File: config.mk
export PLATFORM = sky130hd
export DESIGN_NAME = ram_shift_buffer
export DESIGN_NICKNAME = d
export VERILOG_FILES = /design/src/rtl/ram_pkg.sv /design/src/rtl/ram_sat_counter.sv /design/src/rtl/ram_shift_buffer.sv
export SDC_FILE = /design/constraint.sdc
export NUM_CORES = 1
export LEC_CHECK = 0
export BUFFER_PORTS_ARGS = -buffer_cell sky130_fd_sc_hd__buf_2
export CORE_MARGIN = 4
export CORE_UTILIZATION = 59
export DETAILED_ROUTE_END_ITERATION = 6
export MAX_ROUTING_LAYER = met4
export PLACE_DENSITY = 0.83
export SLEW_MARGIN = 20
export SYNTH_ARGS = -nofsm -noshare
export SYNTH_HDL_FRONTEND = slang
export SYNTH_SLANG_ARGS = --single-unit
File: constraint.sdc
create_clock -name clock -period 2.9 [get_ports clock]
set_clock_uncertainty 0.2 [all_clocks]
set_input_delay 0.725 -clock clock [delete_from_list [all_inputs] [get_ports clock]]
set_output_delay 0.725 -clock clock [all_outputs]
set_load 0.05 [all_outputs]
File: src/rtl/ram_pkg.sv
// Shared defaults and entry type for the RAM shift buffer family.
package ram_pkg;
    localparam int RAM_WIDTH_DEF = 4;
    localparam int RAM_DEPTH_DEF = 8;

    typedef logic [RAM_WIDTH_DEF-1:0] ram_word_t;
endpackage

File: src/rtl/ram_sat_counter.sv
// Saturating occupancy counter with synchronous reset and clear; clear+inc restarts at one.
module ram_sat_counter #(
    parameter int MAX = 8,
    parameter int CW  = $clog2(MAX + 1)
) (
    input  logic          clock,
    input  logic          reset,
    input  logic          clear,
    input  logic          inc,
    output logic [CW-1:0] count,
    output logic          full,
    output logic          empty
);
    localparam logic [CW-1:0] MAX_C = CW'(MAX);

    logic [CW-1:0] count_r;

    // Occupancy register: reset > clear > increment, holding at MAX.
    always_ff @(posedge clock) begin
        if (reset) begin
            count_r <= '0;
        end else if (clear) begin
            count_r <= inc ? CW'(1) : '0;
        end else if (inc && (count_r != MAX_C)) begin
            count_r <= count_r + CW'(1);
        end
    end

    assign count = count_r;
    assign full  = (count_r == MAX_C);
    assign empty = (count_r == '0);
endmodule

File: src/rtl/ram_shift_buffer.sv
// Parametrised shift buffer with random read tap, legacy oldest taps and occupancy.
// Optional RAM_SHIFT_EVICT_EN adds registered evict_valid/evict_data for entries lost on a full write.
module ram_shift_buffer
    import ram_pkg::*;
#(
    parameter int  WIDTH = RAM_WIDTH_DEF,
    parameter int  DEPTH = RAM_DEPTH_DEF,
    localparam int AW    = $clog2(DEPTH)
) (
    input  logic             clock,
    input  logic             reset,
    input  logic             clear,
    input  logic             write,
    input  logic [WIDTH-1:0] data_in,
    input  logic [AW-1:0]    rd_addr,
    output logic [WIDTH-1:0] rd_data,
    output logic [WIDTH-1:0] data_out1,
    output logic [WIDTH-1:0] data_out2,
`ifdef RAM_SHIFT_EVICT_EN
    output logic             evict_valid,
    output logic [WIDTH-1:0] evict_data,
`endif
    output logic [AW:0]      count,
    output logic             full,
    output logic             empty
);
    logic [WIDTH-1:0] entry_r [DEPTH];

    // Entry array: clear zeroes every slot so unwritten reads return 0.
    always_ff @(posedge clock) begin
        if (reset) begin
            for (int i = 0; i < DEPTH; i++) entry_r[i] <= '0;
        end else if (clear) begin
            entry_r[0] <= write ? data_in : '0;
            for (int i = 1; i < DEPTH; i++) entry_r[i] <= '0;
        end else if (write) begin
            entry_r[0] <= data_in;
            for (int i = 1; i < DEPTH; i++) entry_r[i] <= entry_r[i-1];
        end
    end

    // Random read tap; addresses past the array (non-power-of-2 DEPTH) read as 0.
    always_comb begin
        rd_data = '0;
        if (32'(rd_addr) < DEPTH) begin
            rd_data = entry_r[rd_addr];
        end else begin
            rd_data = '0;
        end
    end

    assign data_out1 = entry_r[DEPTH-1];
    assign data_out2 = entry_r[DEPTH-2];

    ram_sat_counter #(
        .MAX (DEPTH),
        .CW  (AW + 1)
    ) u_count (
        .clock (clock),
        .reset (reset),
        .clear (clear),
        .inc   (write),
        .count (count),
        .full  (full),
        .empty (empty)
    );

`ifdef RAM_SHIFT_EVICT_EN
    logic             evict_valid_r;
    logic [WIDTH-1:0] evict_data_r;

    // Capture the oldest entry as it is pushed out by a write while full.
    always_ff @(posedge clock) begin
        if (reset || clear) begin
            evict_valid_r <= 1'b0;
            evict_data_r  <= '0;
        end else if (write && full) begin
            evict_valid_r <= 1'b1;
            evict_data_r  <= entry_r[DEPTH-1];
        end else begin
            evict_valid_r <= 1'b0;
        end
    end

    assign evict_valid = evict_valid_r;
    assign evict_data  = evict_data_r;
`endif
endmodule

==> out/results.md <==
| Stage | Item | Value |
| --- | --- | --- |
| worst setup path | Number of cells on the worst reg-to-reg path | 5 |
| final layout | ANT cells | 0 |
| worst setup path | Critical Path Start Type | input pin |
| cts | Clock sink count | 36 |
| timing | Timing-limited maximum frequency | 0.3506 GHz |
| worst setup path | Slowest-stage cell, CP | sky130_fd_sc_hd__mux4_1 |
| worst setup path | Category of the most critical setup path | in -> out |
| floorplan | Vertical die dimension | 61.86 microns |
| worst setup path | Arrival @ worst endpoint | 1930 ps |
| worst setup path | Required arrival time at the worst endpoint | 1980 ps |
| detailed routing | Number of remaining DRC errors | 0 |
| run status | Status | completed |
| logic synthesis | Cells after synthesis | 114 |
| timing | Final setup violation count | 0 |
| detailed routing | DR iter-0 viols | 28 |
| logic synthesis | Number of flops mapped to enable cells by yosys | 32 |
| floorplan | Placeable Area | 2758 sq um |
| logic synthesis | Number of distinct standard cells referenced by the synthesized netlist | 26 |
| detailed routing | Post-route ant nets | 0 |
| global route | Aggregate global routing overflow | 0 |
| timing | Number of pins with negative max-slew slack in the final report | 0 |
| logic synthesis | Flip-flop and latch count after synthesis | 36 |
| logic synthesis | Adder-cell share of the synthesized area | 1.462% |
| cts | Clock tree root driver cell | sky130_fd_sc_hd__clkbuf_4 |
| power | Sw Share | 23.80% |
| cts | Clock insertion delay at the later pin of the skew report | 330 ps |
| hold path | Min-Delay Path Depth | 2 |
| global route | Initial antenna violation count | 0 |
| placement | Final Wtd Congestion | 0.7818 |
| placement | Post-detailed-placement cell area | 1861 sq um |
| cts | Post-CTS Setup Repair Bufs | 0 |
| placement | Half-perimeter wire length after placement | 2147 microns |
| final layout | Number of standard cells in the final layout excluding fillers | 175 |
| logic synthesis | Mux cell area share after synthesis | 14.91% |
| floorplan | Ports placed on the boundary | 29 |
| floorplan | Floorplan die area | 3827 sq um |
| placement | Inst Count DP | 167 |
| detailed routing | DR vias | 1,032 |
| hold path | Type of the worst min-delay path | reg -> reg |
| worst setup path | Reg-to-Reg End | u_count.count[1] |
| logic synthesis | Syn Area/Cell | 15.01 sq um |
| detailed routing | WL final | 2909 microns |
| worst setup path | R2r startpoint | u_count.count[0] |
| power | Maximum ir drop on the vdd rail | 0.3510 mV |
| floorplan | Placement row count | 19 |
| flow run | Max-Cap Viols | 0 |
| power | Pwr per Cell Area | 543.0 nW/um^2 |
| floorplan | Starting density of the core | 62.07% |
| detailed routing | Via/cell ratio | 5.897 |
| global route | Global-route wire length before repair | 4864 microns |
| logic synthesis | Xor-xnor portion of the synthesized cell area | 0.5117% |
| cts | Clock-pin slew of the registers on the worst-case setup and hold paths | 110 ps |
| final layout | Layout Utilization | 70.28% |
| placement | Setup slack at placement | -18.93 ps |
| final layout | Syn-to-layout area delta | 13.23% |
| timing | Actual transition at the worst max-transition pin | 534.0 ps |
| logic synthesis | Share of the synthesized area in compound gates (AO/OA/AOI/OAI) | 2.193% |
| worst setup path | Critical path, cell by cell | buf_4 > mux4_1 > mux2_2 > buf_2 |
| cts | Post-CTS Hold Fix Bufs | 0 |
| timing | Period utilisation layout | 98.36% |
| final layout | Nets@finish | 156 |
| hold path | Endpoint of the worst hold-timing path | u_count.count[2] |
| logic synthesis | Top-area cell type share of the netlist area | 56.14% |
| logic synthesis | Main synth FF type | sky130_fd_sc_hd__edfxtp_1 |
| timing | Tmin final | 2852 ps |
| global route | Number of global-route vias before repair | 1,076 |
| power | Leak Pwr | 0.8711 nW |
| timing | RSZ-0062 raised after global routing | no |
| global route | Combined global-route utilization of all metal layers | 18.97% |
| final layout | Post-layout instance area | 1938 sq um |
| worst setup path | Kind of end point of the critical path | output pin |
| detailed routing | Number of detailed-routing iterations run before antenna repair | 4 |
| worst setup path | Register-to-Register Setup Slack | 1230 ps |
| logic synthesis | Portion of the post-synthesis area used by sequential elements | 60.82% |
| detailed routing | Per-cell routed wire length | 16.62 microns |
| global route | Pin count of the biggest net entering global routing | 29 |
| cts | Maximum clock path buffer count | 2 |
| floorplan | Horiz. Die Dim | 61.86 microns |
| power | Part of the total power dissipated in sequential elements | 56.9% |
| cts | Number of clock buffers inserted by TritonCTS | 5 |
| power | Clock group share of total power | 31.8% |
| logic synthesis | Largest area contributor in the synthesized netlist | sky130_fd_sc_hd__edfxtp_1 |
| logic synthesis | Main combinational cell family by area after synthesis | simple AND/OR/NAND/NOR gates |
| timing | Worst relative slew slack | 64.40% |
| logic synthesis | Summed instance area of the synthesized netlist | 1712 sq um |
| cts | TritonCTS clock tree | built |
| logic synthesis | Leading cell types by total area after synthesis | sky130_fd_sc_hd__edfxtp_1 56%, sky130_fd_sc_hd__mux4_1 12%, sky130_fd_sc_hd__and2_1 12%, sky130_fd_sc_hd__dfxtp_1 4.7%, sky130_fd_sc_hd__mux2_2 2.6% |
| hold path | Worst Hold Launch | u_count.count[2] |
| cts | Number of H-tree branching levels | 2 |
| power | Combinational group share of total power | 11.3% |
| power | NetSw | 0.2504 mW |
| power | Pwr Total | 1.052 mW |
| power | Internal power component | 0.8020 mW |
| placement | Port Buffers | 28 |
| worst setup path | Crit Path Max Fanout | 8 |
| logic synthesis | Net count after synthesis | 127 |
| worst setup path | Largest stage delay, worst path | 550 ps |
| logic synthesis | YS warnings | 0 |
| logic synthesis | Simple-gate portion of the synthesized area | 17.25% |
| logic synthesis | Proportion of synthesized flip-flops having asynchronous set or reset | 0% |
| timing | Final hold violations | 0 |
| timing | Final WS setup | 47.68 ps |
| final layout | Fraction of final layout cells with drive strength greater than 1 | 27.08% |
area by class of cell:
type                            count  area [sq um]
Clock buffer                        5         37.54
Clock inverter                      3         37.54
Fill cell                         190         819.5
Inverter                            3         11.26
Multi-Input combinational cell     68         621.8
Sequential cell                    36          1041
Tap cell                           31         38.79
Timing Repair Buffer               29         150.1
stage by stage:
step / hold WS [ps] / setup TNS (ps)
after floorplan: 314.4 / 0
after global placement: 306.9 / 0
after detailed placement: 330.9 / -54.29
after CTS: 347.8 / 0
after global routing: 380.6 / 0
final: 351.2 / 0
layer usage:
metal / part of all wire, % / wire length, microns / vias up / GRT usage (%)
met3: 5.5 / 159 / 12 / 3.719
li1: - / - / 484 / -
met2: 48 / 1390 / 34 / 28.40
met4: 3.9 / 112 / 0 / 11.82
met5: 0 / 0 / - / -
met1: 43 / 1247 / 502 / 23.69
cell usage in the layout, fill, tap and decap left out:
| master | Yosys | layout |
|---|---|---|
| sky130_fd_sc_hd__and2_1 | 32 | 32 |
| sky130_fd_sc_hd__edfxtp_1 | 32 | 32 |
| sky130_fd_sc_hd__buf_2 | 1 | 27 |
| sky130_fd_sc_hd__mux4_1 | 8 | 8 |
| sky130_fd_sc_hd__or3_1 | 5 | 5 |
| sky130_fd_sc_hd__clkbuf_4 | 0 | 5 |
| sky130_fd_sc_hd__mux2_2 | 4 | 4 |
| sky130_fd_sc_hd__dfxtp_1 | 4 | 4 |
| sky130_fd_sc_hd__inv_1 | 3 | 3 |
| sky130_fd_sc_hd__nor2b_1 | 2 | 2 |
| sky130_fd_sc_hd__nor3b_1 | 2 | 2 |
| sky130_fd_sc_hd__nand3_1 | 2 | 2 |
| sky130_fd_sc_hd__ha_1 | 2 | 2 |
| sky130_fd_sc_hd__clkinv_1 | 0 | 2 |
| sky130_fd_sc_hd__buf_4 | 0 | 2 |
| sky130_fd_sc_hd__nand3b_1 | 1 | 1 |
| sky130_fd_sc_hd__nand2_1 | 1 | 1 |
| sky130_fd_sc_hd__nor2_1 | 1 | 1 |
| sky130_fd_sc_hd__o31ai_1 | 1 | 1 |
| sky130_fd_sc_hd__nand4_1 | 1 | 1 |
| sky130_fd_sc_hd__xor2_1 | 1 | 1 |
| sky130_fd_sc_hd__nor3_1 | 1 | 1 |
| sky130_fd_sc_hd__a2111oi_0 | 1 | 1 |
| sky130_fd_sc_hd__a41o_1 | 1 | 1 |
| sky130_fd_sc_hd__a21oi_1 | 1 | 1 |
| sky130_fd_sc_hd__a31oi_1 | 1 | 1 |
| sky130_fd_sc_hd__bufinv_16 | 0 | 1 |
how the worst max path moves through the flow:
stage | start | slack [ps] | depth (start not counted) | to
2_1_floorplan | u_count.count[0] | 20 | 3 | empty
3_3_place_gp | rd_addr[1] | 20 | 4 | rd_data[3]
3_5_place_dp | rd_addr[1] | -20 | 4 | rd_data[0]
4_1_cts | rd_addr[1] | 40 | 4 | rd_data[0]
5_1_grt | rd_addr[1] | 3 | 4 | rd_data[0]
6_report | rd_addr[1] | 50 | 4 | rd_data[3]
cell families (layout without fill, tap and decap cells):
logic type	Yosys count	after routing
AO/OA/AOI/OAI	5	5
AND/OR/NAND/NOR	48	48
buffers and inverters	10	40
adder cells (fa/ha/maj)	2	2
multiplexers	12	12
flip-flops	36	36
XOR/XNOR	1	1
timing repair:
item / CTS / global route
resized for setup: 1 / 0
endpoints found under the hold margin: 0 / 0
endpoints found under the setup margin: 4 / 0
cells in the mapped netlist, types with 2 or more instances:
library cell / count
sky130_fd_sc_hd__and2_1: 32
sky130_fd_sc_hd__clkbuf_2: 2
sky130_fd_sc_hd__mux4_1: 8
sky130_fd_sc_hd__edfxtp_1: 32
sky130_fd_sc_hd__nor2b_1: 2
sky130_fd_sc_hd__nand3_1: 2
sky130_fd_sc_hd__clkbuf_1: 3
sky130_fd_sc_hd__nor3b_1: 2
sky130_fd_sc_hd__inv_1: 3
sky130_fd_sc_hd__mux2_2: 4
sky130_fd_sc_hd__ha_1: 2
sky130_fd_sc_hd__dfxtp_1: 4
sky130_fd_sc_hd__or3_1: 5
power groups by stage:
stage / registers [mW] / clock network [mW] / logic [mW]
global placement: 0.609 / 0 / 0.116
detailed placement: 0.611 / 0 / 0.119
finish: 0.599 / 0.335 / 0.119
CTS: 0.599 / 0.343 / 0.120
floorplan: 0.627 / 0 / 0.0704
global route: 0.603 / 0.371 / 0.128
critical path, delay by kind of cell:
family   cells  cell delay (ps)
mux          2              830
buf+inv      2              370
state kept, by name, summed over array words and instances, names as in the netlist:
name           count
u_count.count      4
entry_r           32
Note: power is estimated with default switching activity, not from simulation.
